$ cat config.mk
export PLATFORM = sky130hd
export DESIGN_NAME = core_if_pc_gen_flat
export DESIGN_NICKNAME = d
export VERILOG_FILES = /design/src/rtl/core_if_pc_gen_if.sv /design/src/rtl/core_if_pc_gen.sv /design/src/flat_wrapper.sv
export SDC_FILE = /design/constraint.sdc
export NUM_CORES = 1
export LEC_CHECK = 0
export BUFFER_PORTS_ARGS = -buffer_cell sky130_fd_sc_hd__clkbuf_2
export CAP_MARGIN = 0
export CORE_MARGIN = 8
export CORE_UTILIZATION = 47
export DETAILED_ROUTE_END_ITERATION = 10
export HOLD_SLACK_MARGIN = 0.1
export PLACE_DENSITY = 0.71
export REMOVE_ABC_BUFFERS = 1
export SKIP_LAST_GASP = 1
export SLEW_MARGIN = 0
export SYNTH_ARGS = -nofsm -noshare
export SYNTH_HDL_FRONTEND = slang
export SYNTH_SLANG_ARGS = --single-unit
$ cat constraint.sdc
create_clock -name clk -period 9.09 [get_ports clk]
set_input_delay 2.2725 -clock clk [delete_from_list [all_inputs] [get_ports clk]]
set_output_delay 2.2725 -clock clk [all_outputs]
set_load 0.01 [all_outputs]
$ cat src/rtl/core_if_pc_gen_if.sv
// core_if_pc_gen_if: fetch-side bundle between the PC generator, instruction memory,
// the downstream decode stage and the execute-stage redirect.
//   master modport: PC generator view (drives the request and decoded-stage outputs)
//   slave modport : environment view (memory, decode stage, execute redirect)
// Signals:
//   req_valid/req_ready/req_addr          fetch request handshake
//   rsp_valid/rsp_inst                    instruction return for the outstanding request
//   flag_jal/flag_jalr/flag_branch/bj_imm pre-decode of rsp_inst, same cycle
//   out_valid/out_ready/out_inst/out_pc/out_pred_taken  decoded-stage handoff
//   flush_valid/flush_pc                  redirect from execute

`ifndef CORE_XLEN
`define CORE_XLEN 32
`endif
`ifndef CORE_INST_WIDTH
`define CORE_INST_WIDTH 32
`endif

interface core_if_pc_gen_if;
   logic                        req_valid;
   logic                        req_ready;
   logic [`CORE_XLEN-1:0]       req_addr;
   logic                        rsp_valid;
   logic [`CORE_INST_WIDTH-1:0] rsp_inst;
   logic                        flag_jal;
   logic                        flag_jalr;
   logic                        flag_branch;
   logic [`CORE_XLEN-1:0]       bj_imm;
   logic                        out_valid;
   logic                        out_ready;
   logic [`CORE_INST_WIDTH-1:0] out_inst;
   logic [`CORE_XLEN-1:0]       out_pc;
   logic                        out_pred_taken;
   logic                        flush_valid;
   logic [`CORE_XLEN-1:0]       flush_pc;

   modport master (
      output req_valid, req_addr, out_valid, out_inst, out_pc, out_pred_taken,
      input  req_ready, rsp_valid, rsp_inst, flag_jal, flag_jalr, flag_branch, bj_imm,
             out_ready, flush_valid, flush_pc
   );

   modport slave (
      input  req_valid, req_addr, out_valid, out_inst, out_pc, out_pred_taken,
      output req_ready, rsp_valid, rsp_inst, flag_jal, flag_jalr, flag_branch, bj_imm,
             out_ready, flush_valid, flush_pc
   );
endinterface

$ cat src/rtl/core_if_pc_gen.sv
// core_if_pc_gen: instruction-fetch PC generator with static branch prediction.
// Issues one fetch at a time, captures the returned instruction into an output register
// together with its PC and prediction, and steers the next fetch (backward branches and
// JAL predicted taken). Execute-stage redirects override everything.
// Ports:
//   clk  core clock, rising edge
//   rst  asynchronous active-high reset
//   bus  core_if_pc_gen_if.master (fetch request/response, decoded output, flush)
// Parameters:
//   RESET_PC  first fetch address after reset

`ifndef CORE_XLEN
`define CORE_XLEN 32
`endif
`ifndef CORE_INST_WIDTH
`define CORE_INST_WIDTH 32
`endif

module core_if_pc_gen #(
   parameter logic [`CORE_XLEN-1:0] RESET_PC = 32'h8000_0000
) (
   input  logic             clk,
   input  logic             rst,
   core_if_pc_gen_if.master bus
);

   localparam int unsigned XLEN = `CORE_XLEN;
   localparam int unsigned IW   = `CORE_INST_WIDTH;

   typedef enum logic [1:0] {
      StReq,
      StWait,
      StHold
   } state_e;

   state_e            state_q, state_d;
   logic [XLEN-1:0]   pc_q, pc_d;
   // Set when the outstanding response belongs to a fetch made obsolete by a flush.
   logic              drop_q, drop_d;
   logic [IW-1:0]     out_inst_q, out_inst_d;
   logic [XLEN-1:0]   out_pc_q, out_pc_d;
   logic              out_pred_q, out_pred_d;

   logic              pred_taken;
   logic [XLEN-1:0]   pc_seq;
   logic [XLEN-1:0]   pc_tgt;

   // Static prediction: JAL always taken, conditional branches taken when backward.
   always_comb begin
      pred_taken = bus.flag_jal | (bus.flag_branch & bus.bj_imm[XLEN-1]);
      pc_seq     = pc_q + XLEN'(4);
      pc_tgt     = pc_q + bus.bj_imm;
   end

   always_comb begin
      state_d    = state_q;
      pc_d       = pc_q;
      drop_d     = drop_q;
      out_inst_d = out_inst_q;
      out_pc_d   = out_pc_q;
      out_pred_d = out_pred_q;

      case (state_q)
         StReq: begin
            if (bus.req_ready) begin
               state_d = StWait;
            end
         end
         StWait: begin
            if (bus.rsp_valid) begin
               if (drop_q) begin
                  // Stale response: swallow it and fetch from the redirect target.
                  state_d = StReq;
                  drop_d  = 1'b0;
               end else begin
                  out_inst_d = bus.rsp_inst;
                  out_pc_d   = pc_q;
                  out_pred_d = pred_taken;
                  pc_d       = pred_taken ? pc_tgt : pc_seq;
                  state_d    = StHold;
               end
            end
         end
         StHold: begin
            if (bus.out_ready) begin
               state_d = StReq;
            end
         end
         default: begin
            state_d = StReq;
         end
      endcase

      // Redirect wins over every other event in the same cycle.
      if (bus.flush_valid) begin
         pc_d       = bus.flush_pc;
         out_inst_d = out_inst_q;
         out_pc_d   = out_pc_q;
         out_pred_d = out_pred_q;
         case (state_q)
            StReq: begin
               if (bus.req_ready) begin
                  // Request was accepted this cycle; its response must still be drained.
                  state_d = StWait;
                  drop_d  = 1'b1;
               end else begin
                  state_d = StReq;
               end
            end
            StWait: begin
               if (bus.rsp_valid) begin
                  // Outstanding response arrives right now and is discarded.
                  state_d = StReq;
                  drop_d  = 1'b0;
               end else begin
                  state_d = StWait;
                  drop_d  = 1'b1;
               end
            end
            default: begin
               state_d = StReq;
               drop_d  = 1'b0;
            end
         endcase
      end
   end

   always_ff @(posedge clk or posedge rst) begin
      if (rst) begin
         state_q    <= StReq;
         pc_q       <= RESET_PC;
         drop_q     <= 1'b0;
         out_inst_q <= '0;
         out_pc_q   <= '0;
         out_pred_q <= 1'b0;
      end else begin
         state_q    <= state_d;
         pc_q       <= pc_d;
         drop_q     <= drop_d;
         out_inst_q <= out_inst_d;
         out_pc_q   <= out_pc_d;
         out_pred_q <= out_pred_d;
      end
   end

   // Outputs come straight from state, so out_ready never reaches req_valid combinationally.
   assign bus.req_valid      = (state_q == StReq);
   assign bus.req_addr       = pc_q;
   assign bus.out_valid      = (state_q == StHold);
   assign bus.out_inst       = out_inst_q;
   assign bus.out_pc         = out_pc_q;
   assign bus.out_pred_taken = out_pred_q;

endmodule

$ cat src/flat_wrapper.sv
// flat-port wrapper written by rule: the top's interface ports become plain ports
module core_if_pc_gen_flat 
#(
   parameter logic [`CORE_XLEN-1:0] RESET_PC = 32'h8000_0000
)
  (clk, rst, bus_req_valid, bus_req_addr, bus_out_valid, bus_out_inst, bus_out_pc, bus_out_pred_taken, bus_req_ready, bus_rsp_valid, bus_rsp_inst, bus_flag_jal, bus_flag_jalr, bus_flag_branch, bus_bj_imm, bus_out_ready, bus_flush_valid, bus_flush_pc);
  core_if_pc_gen_if bus_i ();
  input  logic clk;
  input  logic rst;
  output wire logic [$bits(bus_i.req_valid)-1:0] bus_req_valid;
  output wire logic [$bits(bus_i.req_addr)-1:0] bus_req_addr;
  output wire logic [$bits(bus_i.out_valid)-1:0] bus_out_valid;
  output wire logic [$bits(bus_i.out_inst)-1:0] bus_out_inst;
  output wire logic [$bits(bus_i.out_pc)-1:0] bus_out_pc;
  output wire logic [$bits(bus_i.out_pred_taken)-1:0] bus_out_pred_taken;
  input wire logic [$bits(bus_i.req_ready)-1:0] bus_req_ready;
  input wire logic [$bits(bus_i.rsp_valid)-1:0] bus_rsp_valid;
  input wire logic [$bits(bus_i.rsp_inst)-1:0] bus_rsp_inst;
  input wire logic [$bits(bus_i.flag_jal)-1:0] bus_flag_jal;
  input wire logic [$bits(bus_i.flag_jalr)-1:0] bus_flag_jalr;
  input wire logic [$bits(bus_i.flag_branch)-1:0] bus_flag_branch;
  input wire logic [$bits(bus_i.bj_imm)-1:0] bus_bj_imm;
  input wire logic [$bits(bus_i.out_ready)-1:0] bus_out_ready;
  input wire logic [$bits(bus_i.flush_valid)-1:0] bus_flush_valid;
  input wire logic [$bits(bus_i.flush_pc)-1:0] bus_flush_pc;
  assign bus_req_valid = bus_i.req_valid;
  assign bus_req_addr = bus_i.req_addr;
  assign bus_out_valid = bus_i.out_valid;
  assign bus_out_inst = bus_i.out_inst;
  assign bus_out_pc = bus_i.out_pc;
  assign bus_out_pred_taken = bus_i.out_pred_taken;
  assign bus_i.req_ready = bus_req_ready;
  assign bus_i.rsp_valid = bus_rsp_valid;
  assign bus_i.rsp_inst = bus_rsp_inst;
  assign bus_i.flag_jal = bus_flag_jal;
  assign bus_i.flag_jalr = bus_flag_jalr;
  assign bus_i.flag_branch = bus_flag_branch;
  assign bus_i.bj_imm = bus_bj_imm;
  assign bus_i.out_ready = bus_out_ready;
  assign bus_i.flush_valid = bus_flush_valid;
  assign bus_i.flush_pc = bus_flush_pc;
  core_if_pc_gen #(.RESET_PC(RESET_PC)) u_core (.clk(clk), .rst(rst), .bus(bus_i));
endmodule
==> summary.txt, run 1 <==
Clock network
  – Cts repair resizes: 0
  – Clock slew at reported path FFs: 0.08 ns
  – Clock Root Buffer: clkbuf_16
  – Post-CTS Setup Bufs: 0
  – Htree depth: 3
  – CTS Buffer Depth: 2
  – Cts hold-fix bufs: 0
  – Skew-Pair Late Insertion Delay: 0.35 ns
  – TritonCTS clock tree: built
  – CTS sink cnt: 100
  – CTS buffer count: 9

STA
  – Slew @ Worst Pin: 0.972 ns
  – RSZ-0062 raised after global routing: false
  – Setup-failing EPs final: 0
  – Fmax: 212 MHz
  – Hold Slack: 0.472 ns
  – Setup tns final: 0 ns
  – Setup Skew: 0.0144 ns
  – Slew Viols, Final: 0
  – Final Hold Viols: 0
  – Final worst-path cycle share: 0.518
  – Final Critical Period: 4.71 ns
  – Headroom to the max-slew limit: 0.352

Detailed routing
  – Initial drt markers: 528
  – Via density: 5.42
  – DRT antenna net count: 0
  – Final wirelength: 19500 microns
  – DRC viols: 0
  – Drt pass-1 iters: 5
  – Routed WL per cell: 16.5 microns
  – Vias: 6420

Yosys
  – Mapped Area: 6480 sq um
  – Ys async rst share: 1.00
  – Ys Warns: 0
  – Largest area contributor in the netlist: dfrtp_1
  – Sequential area share after synthesis: 0.386
  – Flops & latches, synth: 100
  – Synth Flop Type: dfrtp_1
  – Main area contributors after synthesis: dfrtp_1 38%, nand2_1 14%, ha_1 6.2%
  – Synth unique cells: 62
  – Mapped Cells: 821
  – Post-synth EDFFs: 0
  – Synth top area share: 0.382
  – Syn_area_per_cell: 7.90 sq um

Global route
  – First-pass GRT wire length: 31900 microns
  – Vias in the first global route: 6182
  – Pin count of the biggest net entering global routing: 71
  – Total Routing Usage GR: 0.217
  – Grt total ovfl: 0
  – Initial antenna violation count: 0

Cells and area
  – Layout cell share with drive strength beyond 1: 0.251
  – Final net count: 1138
  – Final Util: 0.579
  – Fill count: 1312
  – ANT cells: 0
  – Most common cell after layout, fill and taps aside: nand2_1
  – Syn-to-layout area delta: 22.0%
  – Most frequent cells in the layout: 247 x nand2_1, 202 x clkbuf_2, 99 x dfrtp_1
  – Final non-filler cell area: 7910 sq um

Setup path
  – CP startpoint kind: input port
  – Slowest CP cell: a211oi_1
  – Critical R2R Launch: u_core.bus.req_addr[14]
  – Setup Crit Path Kind: input port to flip-flop
  – Crit end category: flip-flop
  – Critical path buffers and inverters: 1
  – CP cell instances: clkbuf_2 -> ha_1 -> fa_1 -> a211oi_1 -> o21ai_0 -> nand3_1 -> a21boi_2 -> a211oi_1 -> o31ai_1 -> a21oi_1 -> xnor2_1 -> o21a_1
  – Max stage delay on crit path: 0.46 ns
  – Critical path arrival: 4.95 ns
  – Critical Path Start: bus_bj_imm[0]
  – Worst endpoint required time: 9.33 ns
  – Crit-path leading delay family: compound AO/OA/AOI/OAI gates
  – Worst Path Max Fanout: 5
  – CP dominant cell by count: a211oi_1

Placed design
  – I/O Buffers: 202
  – Final RePlAce weighted congestion: 0.879
  – Placement Cell Area: 7600 sq um
  – Hpwl dp: 14400 microns

Die
  – Die width: 133 microns
  – IO Count: 204
  – Die area: 17800 sq um
  – Initial Util: 0.474
  – Rows: 43
  – Core area: 13700 sq um
  – Die H: 133 microns

Pwr
  – PwrDens: 232 nW/um^2
  – Final Power: 1.83 mW
  – Worst vdd rail ir drop: 0.103 mV
  – Leakage power: 4.01 nW

Status
  – Status: finished clean

Worst hold path
  – Worst Min Path Start: u_core.bus.out_pc[12]
  – Worst min-delay path class: flip-flop to flip-flop

Job
  – Max Cap Viol: 0
## worst reg2reg max path, cell delays in order (launching register included)
cell     delay, ns
dfrtp_1       0.53
ha_1          0.46
nand4_1       0.21
nor4_1        0.33
o21ai_2       0.17
nand4_4       0.16
a21oi_4       0.09
o41ai_2       0.46
xor2_1        0.14
or4b_1        0.48
nand3_1       0.08
## final timing paths
check                                                to  slack, ns  depth (start not counted)
max in group asynchronous         u_core.bus.out_pc[10]       5.94                          3
worst max-delay path            u_core.bus.req_addr[30]       4.38                         12
min in group asynchronous       u_core.bus.out_inst[21]       1.91                          2
worst min register to register    u_core.bus.out_pc[12]       0.47                          2
worst max register to register  u_core.bus.req_addr[31]       5.93                         10
worst min-delay path              u_core.bus.out_pc[12]       0.47                          2
## through the flow
stage / setup WS [ns] / cells
after floorplan: 3.21 / 779
after global placement: 4.03 / 1169
after detailed placement: 4.03 / 1169
after CTS: 4.38 / 1185
after global routing: 4.16 / 1185
final: 4.38 / 1185
## final cells by class
| class | instances | area [sq um] | area share |
|---|---|---|---|
| Clock buffer | 9 | 225 | 0.0285 |
| Clock inverter | 7 | 76.3 | 0.00965 |
| Timing Repair Buffer | 210 | 1070 | 0.135 |
| Inverter | 16 | 62.6 | 0.00791 |
| Tap cell | 180 | 225 | 0.0285 |
| Sequential cell | 100 | 2500 | 0.317 |
| Multi-Input combinational cell | 663 | 3740 | 0.473 |
## logic make-up (layout without fill, tap and decap cells)
| logic type | count (synthesis) | in the layout | synth area share |
|---|---|---|---|
| DFF | 100 | 100 | 0.386 |
| AOI/OAI and AO/OA | 210 | 210 | 0.203 |
| and+or+nand+nor | 385 | 385 | 0.257 |
| muxes | 5 | 5 | 0.00772 |
| xor gates and xnor gates | 30 | 30 | 0.0405 |
| adders and majority gates | 33 | 33 | 0.0649 |
| buffers and inverters | 58 | 242 | 0.0405 |
## flip-flops by register name, indices dropped and copies added (netlist names)
name	cells
u_core.bus.req_addr	32
u_core.bus.out_pred_taken	1
u_core.bus.out_pc	32
u_core.bus.out_inst	32
u_core.drop_q	1
u_core.state_q	2
## cells in the mapped netlist, types with 13 or more instances
master    instances
xor2_1           13
xnor2_1          17
nand3_1          22
dfrtp_1          99
ha_1             32
nor2_1           54
nand2_1         247
inv_1            16
clkbuf_1         30
o21ai_0          53
a21oi_1          69
nor3_1           13
## per-layer routing
layer / GRT usage / vias to the layer above / routed length, microns
li1: - / 3218 / -
met1: 0.295 / 2963 / 9150
met2: 0.350 / 216 / 8900
met3: 0.0290 / 23 / 1120
met4: 0.0711 / 0 / 351
met5: 0 / - / 0
## power breakdown
part | internal [mW] | switching, mW
Clock | 0.215 | 0.177
Combinational | 0.302 | 0.427
Sequential | 0.600 | 0.114
No activity file was read; power rests on OpenSTA's default activity.
==> run 2: changes to the inputs <==
--- a/config.mk
+++ b/config.mk
@@ -11,7 +11,7 @@
 export CORE_UTILIZATION = 47
 export DETAILED_ROUTE_END_ITERATION = 10
 export HOLD_SLACK_MARGIN = 0.1
-export PLACE_DENSITY = 0.71
+export PLACE_DENSITY = 0.74
 export REMOVE_ABC_BUFFERS = 1
 export SKIP_LAST_GASP = 1
 export SLEW_MARGIN = 0
==> constraint.sdc (replaced) <==
create_clock -name clk -period 3.95 [get_ports clk]
set_input_delay 0.9875 -clock clk [delete_from_list [all_inputs] [get_ports clk]]
set_output_delay 0.9875 -clock clk [all_outputs]
set_load 0.01 [all_outputs]
==> run 2 against run 1 <==
  * Die area unchanged
  * Final area rose by 1.2%
  * Combinational power up 130%
  * Register-to-register slack got worse by 5.1 ns
  * Critical path depth down 1
  * Sequential cell count did not move
  * Non-clock buffer count grew 10
  * Sequential share of layout area is 0.37 points lower
  * Wire length is 0.35% higher
  * Clock power is 140% higher
  * Sequential power grew 130%
  * Clock-buffer cell count grew 1
==> summary.txt, run 2 (same netlist as run 1, synthesis figures left out) <==
STA
  – Final worst-path cycle share: 0.844
  – Headroom to the max-slew limit: 0.374 (was 0.352)
  – Setup tns final: 0 ns (unchanged)
  – Setup-failing EPs final: 0 (unchanged)
  – Final Worst Setup Slack: 0.616 ns (was 4.38 ns)
  – Setup Skew: 0.0170 ns (was 0.0144 ns)
  – Slew Viols, Final: 0 (unchanged)
  – Fmax: 300 MHz
  – Slew @ Worst Pin: 0.939 ns (was 0.972 ns)
  – RSZ-0062 raised after global routing: false (unchanged)
  – Final Hold Viols: 0 (unchanged)
  – Final Critical Period: 3.33 ns

Worst hold path
  – Hold depth: 2 (unchanged)
  – Worst Min Path Start: u_core.bus.out_inst[24] (was u_core.bus.out_pc[12])
  – Min-Delay Endpoint: u_core.bus.out_inst[24] (was u_core.bus.out_pc[12])
  – Worst min-delay path class: flip-flop to flip-flop (unchanged)

Cells and area
  – Finished Layout Cells: 1195 (was 1185)
  – Final net count: 1148 (was 1138)
  – Syn-to-layout area delta: 23.4% (was 22.0%)
  – Layout cell share with drive strength beyond 1: 0.258 (was 0.251)
  – Most common cell after layout, fill and taps aside: nand2_1 (unchanged)
  – Most frequent cells in the layout: 247 x nand2_1, 202 x clkbuf_2, 99 x dfrtp_1 (unchanged)
  – ANT cells: 0 (unchanged)
  – Final non-filler cell area: 8000 sq um (was 7910 sq um)

Clock network
  – Skew-Pair Late Insertion Delay: 0.35 ns (about the same)
  – Clock slew at reported path FFs: 0.07 ns (was 0.08 ns)
  – Cts hold-fix bufs: 0 (unchanged)
  – Post-CTS Setup Bufs: 0 (unchanged)
  – CTS buffer count: 9 (unchanged)
  – CTS Buffer Depth: 2 (unchanged)
  – Clock Root Buffer: clkbuf_16 (unchanged)
  – TritonCTS clock tree: built (unchanged)
  – Cts repair resizes: 0 (unchanged)
  – CTS sink cnt: 100 (unchanged)
  – Htree depth: 3 (unchanged)

Detailed routing
  – Vias: 6484 (was 6420)
  – Final wirelength: 19600 microns (was 19500 microns)
  – Routed WL per cell: 16.4 microns (was 16.5 microns)
  – DRT antenna net count: 0 (unchanged)
  – Initial drt markers: 682 (was 528)
  – DRC viols: 0 (unchanged)
  – Via density: 5.43 (was 5.42)
  – Drt pass-1 iters: 5 (unchanged)

Die
  – Die H: 133 microns (unchanged)
  – Initial Util: 0.474 (unchanged)
  – Die width: 133 microns (unchanged)
  – IO Count: 204 (unchanged)
  – Die area: 17800 sq um (unchanged)
  – Core area: 13700 sq um (unchanged)
  – Rows: 43 (unchanged)

Job
  – Max Cap Viol: 0 (unchanged)

Setup path
  – Setup Crit Path Kind: input port to flip-flop (unchanged)
  – Critical path buffers and inverters: 1 (unchanged)
  – Reg2reg path depth: 10 (unchanged)
  – Max stage delay on crit path: 0.49 ns (was 0.46 ns)
  – Worst Path Max Fanout: 6 (was 5)
  – CP cell instances: clkbuf_2 -> ha_1 -> nand3_2 -> a2bb2oi_2 -> or3_4 -> nand4_4 -> a21oi_4 -> o41ai_2 -> xor2_1 -> or4b_1 -> nand3_1 (was clkbuf_2 -> ha_1 -> fa_1 -> a211oi_1 -> o21ai_0 -> nand3_1 -> a21boi_2 -> a211oi_1 -> o31ai_1 -> a21oi_1 -> xnor2_1 -> o21a_1)
  – Crit end category: flip-flop (unchanged)
  – Critical R2R Launch: u_core.bus.req_addr[8] (was u_core.bus.req_addr[14])
  – Crit-path leading delay family: simple AND/OR/NAND/NOR gates (was compound AO/OA/AOI/OAI gates)
  – Worst endpoint required time: 4.23 ns (was 9.33 ns)
  – Critical Path Stages: 11 (was 12)
  – Critical path arrival: 3.62 ns (was 4.95 ns)
  – CP startpoint kind: input port (unchanged)
  – R2R setup slack: 0.83 ns (was 5.93 ns)
  – Slowest CP cell: or4b_1 (was a211oi_1)
  – FF-to-FF End: u_core.bus.req_addr[31] (unchanged)

Pwr
  – Final Power: 4.28 mW (was 1.83 mW)
  – PwrDens: 535 nW/um^2 (was 232 nW/um^2)
  – Worst vdd rail ir drop: 0.209 mV (was 0.103 mV)
  – Leakage power: 4.08 nW (was 4.01 nW)

Placed design
  – Placement Cell Area: 7680 sq um (was 7600 sq um)
  – I/O Buffers: 202 (unchanged)
  – Final RePlAce weighted congestion: 0.871 (was 0.879)
  – Pre-CTS WS: 0.320 ns (was 4.03 ns)
  – Hpwl dp: 14700 microns (was 14400 microns)
  – Dpl cells: 1179 (was 1169)

Status
  – Status: finished clean (unchanged)

Global route
  – Vias in the first global route: 6105 (was 6182)
  – Total Routing Usage GR: 0.217 (about the same)
  – First-pass GRT wire length: 31700 microns (was 31900 microns)
  – Grt total ovfl: 0 (unchanged)
  – Pin count of the biggest net entering global routing: 76 (was 71)
  – Initial antenna violation count: 0 (unchanged)
==> run 2: changes by cell type in the layout (fill, tap and decap cells not counted), sizes merged <==
cell and delta:
buf +10, clkbuf +1, clkinv +2, clkinvlp -4, inv +1
==> run 2: metrics by stage <==
| step | hold WS [ns] | util |
|---|---|---|
| 2_1_floorplan | 0.480 | - |
| 3_3_place_gp | 0.455 | 0.562 |
| 3_5_place_dp | 0.462 | 0.562 |
| 4_1_cts | 0.480 | 0.585 |
| 5_1_grt | 0.496 | 0.585 |
| 6_report | 0.474 | 0.585 |
==> run 2: where the power goes <==
part / leakage [nW] / internal [mW] / switching, mW
logic: 2.69 / 0.712 / 0.993
clock network: 0.156 / 0.521 / 0.419
registers: 1.23 / 1.38 / 0.256
==> run 2: cell type report <==
| cell class | count | area, sq um |
|---|---|---|
| fillers | 1302 | 5670 |
| multi-input cells | 663 | 3740 |
| flip-flops and latches | 100 | 2500 |
| repair buffers | 220 | 1150 |
| clock buffers | 10 | 239 |
| well taps | 180 | 225 |
| clock inverters | 6 | 81.3 |
| inverters | 16 | 62.6 |
==> run 2: how the worst max path moves through the flow <==
stage | start | slack (ns) | to
2_1_floorplan | bus_rsp_valid | -0.64 | u_core.bus.req_addr[30]
3_3_place_gp | bus_bj_imm[9] | 0.36 | u_core.bus.req_addr[31]
3_5_place_dp | bus_bj_imm[9] | 0.32 | u_core.bus.req_addr[31]
4_1_cts | bus_bj_imm[9] | 0.66 | u_core.bus.req_addr[31]
5_1_grt | bus_bj_imm[0] | 0.42 | u_core.bus.req_addr[28]
6_report | bus_bj_imm[8] | 0.62 | u_core.bus.req_addr[31]
==> run 2: worst reg2reg max path: cells and delay by family (launching register included) <==
family          cells  cell delay (ns)
flops               1             0.47
simple gates        5             1.29
fa+ha+maj           1             0.44
xor+xnor            1             0.14
compound gates      3             0.73
==> run 2: routing by layer <==
metal / vias to the layer above / track usage / wire length, microns
li1: 3236 / - / -
met1: 3008 / 0.292 / 9140
met2: 223 / 0.354 / 9160
met3: 17 / 0.0320 / 1030
met4: 0 / 0.0611 / 264
met5: - / 0 / 0
==> run 3: changes to the inputs <==
--- a/config.mk
+++ b/config.mk
@@ -5,13 +5,14 @@
 export SDC_FILE = /design/constraint.sdc
 export NUM_CORES = 1
 export LEC_CHECK = 0
+export ABC_AREA = 1
 export BUFFER_PORTS_ARGS = -buffer_cell sky130_fd_sc_hd__clkbuf_2
 export CAP_MARGIN = 0
 export CORE_MARGIN = 8
 export CORE_UTILIZATION = 47
 export DETAILED_ROUTE_END_ITERATION = 10
 export HOLD_SLACK_MARGIN = 0.1
-export PLACE_DENSITY = 0.74
+export PLACE_DENSITY = 0.72
 export REMOVE_ABC_BUFFERS = 1
 export SKIP_LAST_GASP = 1
 export SLEW_MARGIN = 0
==> constraint.sdc (replaced) <==
create_clock -name clk -period 2.75 [get_ports clk]
set_input_delay 0.6875 -clock clk [delete_from_list [all_inputs] [get_ports clk]]
set_output_delay 0.6875 -clock clk [all_outputs]
set_load 0.01 [all_outputs]
==> run 3 against run 2 <==
  * Final area is 16% higher
  * Wire length is 28% higher
  * Power is 77% higher
  * Worst hold slack worse by 0.11 ns
  * Sequential share of layout area is 4.2 points lower
  * Critical endpoint is now u_core.bus.req_addr[12]
  * Largest power group unchanged
  * Highest routed layer unchanged
==> summary.txt, run 3 <==
Yosys
  – Flops & latches, synth: 100 (unchanged)
  – Post-synth top cells: 551 x nand2_1, 149 x inv_1, 120 x nor2_1 (was 247 x nand2_1, 99 x dfrtp_1, 69 x a21oi_1)
  – Synth top area share: 0.324 (was 0.382)
  – Post-synth EDFFs: 0 (unchanged)
  – Mapped Cells: 1240 (was 821)
  – Synth unique cells: 40 (was 62)
  – Ys async rst share: 1.00 (unchanged)
  – Most common cell in the netlist: nand2_1 (unchanged)
  – Mapped Area: 7650 sq um (was 6480 sq um)
  – Sequential area share after synthesis: 0.327 (was 0.386)
  – Largest area contributor in the netlist: dfrtp_1 (unchanged)
  – Ys Warns: 0 (unchanged)
  – Syn_area_per_cell: 6.17 sq um (was 7.90 sq um)
  – Main area contributors after synthesis: dfrtp_1 32%, nand2_1 27%, inv_1 7.3% (was dfrtp_1 38%, nand2_1 14%, ha_1 6.2%)
  – Synth Flop Type: dfrtp_1 (unchanged)

Worst hold path
  – Worst min-delay path class: input port to asynchronous set/reset pin (was flip-flop to flip-flop)

STA
  – Setup Skew: 0.00833 ns (was 0.0170 ns)
  – Setup tns final: 0 ns (unchanged)
  – Final Critical Period: 2.37 ns
  – Final Hold Viols: 0 (unchanged)
  – Hold Slack: 0.363 ns (was 0.474 ns)
  – RSZ-0062 raised after global routing: false (unchanged)
  – Slew Viols, Final: 0 (unchanged)
  – Final Worst Setup Slack: 0.375 ns (was 0.616 ns)
  – Fmax: 421 MHz
  – Final worst-path cycle share: 0.864
  – Slew @ Worst Pin: 0.787 ns (was 0.939 ns)
  – Setup-failing EPs final: 0 (unchanged)
  – Headroom to the max-slew limit: 0.475 (was 0.374)

Placed design
  – Pre-CTS WS: 0.0248 ns (was 0.320 ns)
  – Final RePlAce weighted congestion: 0.959 (was 0.871)
  – Hpwl dp: 20100 microns (was 14700 microns)
  – I/O Buffers: 202 (unchanged)

Cells and area
  – Fill count: 1676 (was 1302)
  – Most common cell after layout, fill and taps aside: nand2_1 (unchanged)
  – ANT cells: 0 (unchanged)
  – Layout cell share with drive strength beyond 1: 0.188 (was 0.258)
  – Most frequent cells in the layout: 550 x nand2_1, 202 x clkbuf_2, 148 x inv_1 (was 247 x nand2_1, 202 x clkbuf_2, 99 x dfrtp_1)
  – Final Util: 0.582 (was 0.585)
  – Final net count: 1582 (was 1148)
  – Syn-to-layout area delta: 20.8% (was 23.4%)

Die
  – Core area: 15900 sq um (was 13700 sq um)
  – Initial Util: 0.482 (was 0.474)
  – IO Count: 204 (unchanged)
  – Rows: 46 (was 43)
  – Die width: 144 microns (was 133 microns)
  – Die H: 144 microns (was 133 microns)
  – Die area: 20600 sq um (was 17800 sq um)

Global route
  – Total Routing Usage GR: 0.244 (was 0.217)
  – Initial antenna violation count: 0 (unchanged)
  – First-pass GRT wire length: 39800 microns (was 31700 microns)
  – Vias in the first global route: 7847 (was 6105)
  – Pin count of the biggest net entering global routing: 85 (was 76)
  – Grt total ovfl: 0 (unchanged)

Setup path
  – CP startpoint kind: input port (unchanged)
  – Critical path arrival: 2.58 ns (was 3.62 ns)
  – Worst Path Max Fanout: 5 (was 6)
  – Worst endpoint required time: 2.95 ns (was 4.23 ns)
  – FF-to-FF End: u_core.bus.req_addr[12] (was u_core.bus.req_addr[31])
  – Crit end category: flip-flop (unchanged)
  – Setup Crit Path Kind: input port to flip-flop (unchanged)
  – Reg2reg path depth: 10 (unchanged)
  – R2R setup slack: 0.41 ns (was 0.83 ns)
  – Critical R2R Launch: u_core.bus.req_addr[0] (was u_core.bus.req_addr[8])

Detailed routing
  – Routed WL per cell: 15.1 microns (was 16.4 microns)
  – Vias: 8340 (was 6484)
  – DRT antenna net count: 0 (unchanged)
  – Drt pass-1 iters: 7 (was 5)
  – Final wirelength: 25200 microns (was 19600 microns)
  – Initial drt markers: 554 (was 682)
  – DRC viols: 0 (unchanged)
  – Via density: 5.01 (was 5.43)

Clock network
  – CTS Buffer Depth: 2 (unchanged)
  – Post-CTS Setup Bufs: 0 (unchanged)
  – Cts repair resizes: 0 (unchanged)
  – Htree depth: 3 (unchanged)
  – Skew-Pair Late Insertion Delay: 0.34 ns (was 0.35 ns)
  – Clock Root Buffer: clkbuf_16 (unchanged)
  – Clock slew at reported path FFs: 0.06 ns (was 0.07 ns)
  – CTS buffer count: 9 (unchanged)
  – TritonCTS clock tree: built (unchanged)
  – Cts hold-fix bufs: 0 (unchanged)
  – CTS sink cnt: 100 (unchanged)

Pwr
  – Worst vdd rail ir drop: 0.412 mV (was 0.209 mV)
  – PwrDens: 821 nW/um^2 (was 535 nW/um^2)
  – Final Power: 7.59 mW (was 4.28 mW)
  – Leakage power: 5.43 nW (was 4.08 nW)

Status
  – Status: finished clean (unchanged)

Job
  – Max Cap Viol: 0 (unchanged)
run 3: cell count changes after synthesis, moves of 12 or more:
cell	delta
nand2_1	+304
inv_1	+133
xnor2_1	-13
a21oi_1	-22
o21ai_0	-12
a211oi_1	-12
nand3b_1	+12
nor2_1	+66
buf_2	+19
clkbuf_1	-22
nand3_1	+55
run 3: worst max path at each step:
stage | start | endpoint | depth (start not counted)
floorplan | bus_flush_valid | u_core.bus.req_addr[2] | 5
global placement | bus_bj_imm[0] | u_core.bus.req_addr[12] | 11
detailed placement | bus_bj_imm[0] | u_core.bus.req_addr[12] | 11
CTS | bus_bj_imm[0] | u_core.bus.req_addr[12] | 11
global route | bus_bj_imm[0] | u_core.bus.req_addr[8] | 12
finish | bus_bj_imm[0] | u_core.bus.req_addr[12] | 11
run 3: worst max-delay path, stage by stage:
cell	delay, ns
clkbuf_2	0.08
ha_1	0.25
fa_1	0.47
nand3_1	0.12
nand3_1	0.10
nand3_1	0.09
nand3_1	0.19
o21ai_0	0.35
nand2_1	0.12
nand2_1	0.06
o21ai_0	0.07
run 3: layer usage:
metal	share of wire	wire, microns	global-route usage	up-vias
met2	0.46	11500	0.407	314
met5	0	0	0	-
li1	-	-	-	4261
met4	0.030	761	0.0753	0
met3	0.078	1960	0.0428	45
met1	0.43	10900	0.315	3720
run 3: stage by stage:
step	instances	instance area [sq um]
after CTS	1665	9250
after global placement	1649	8970
after global routing	1665	9250
after detailed placement	1649	8970
after floorplan	1206	7460
final	1665	9250
run 3: cell families after synthesis:
family	Yosys count	share of synthesized area
AND/OR/NAND/NOR	802	0.430
buffers and inverters	187	0.100
AO/OA/AOI/OAI	110	0.0786
flip-flops	100	0.327
adder cells (fa/ha/maj)	33	0.0549
XOR/XNOR	8	0.00915
run 3: power breakdown:
part / switching [mW] / total (mW) / leakage (nW) / internal, mW
sequential: 0.471 / 2.52 / 1.23 / 2.05
combinational: 2.44 / 3.88 / 4.06 / 1.44
clock: 0.550 / 1.19 / 0.133 / 0.640
total: 3.46 / 7.59 / 5.43 / 4.13
run 3: area by class of cell:
| type | instances | area, sq um | share of cell area |
|---|---|---|---|
| clock buffers | 12 | 246 | 0.0267 |
| clock inverters | 4 | 26.3 | 0.00284 |
| inverters | 153 | 577 | 0.0624 |
| multi-input cells | 953 | 4400 | 0.476 |
| flip-flops and latches | 100 | 2500 | 0.271 |
| well taps | 216 | 270 | 0.0292 |
| repair buffers | 227 | 1220 | 0.132 |
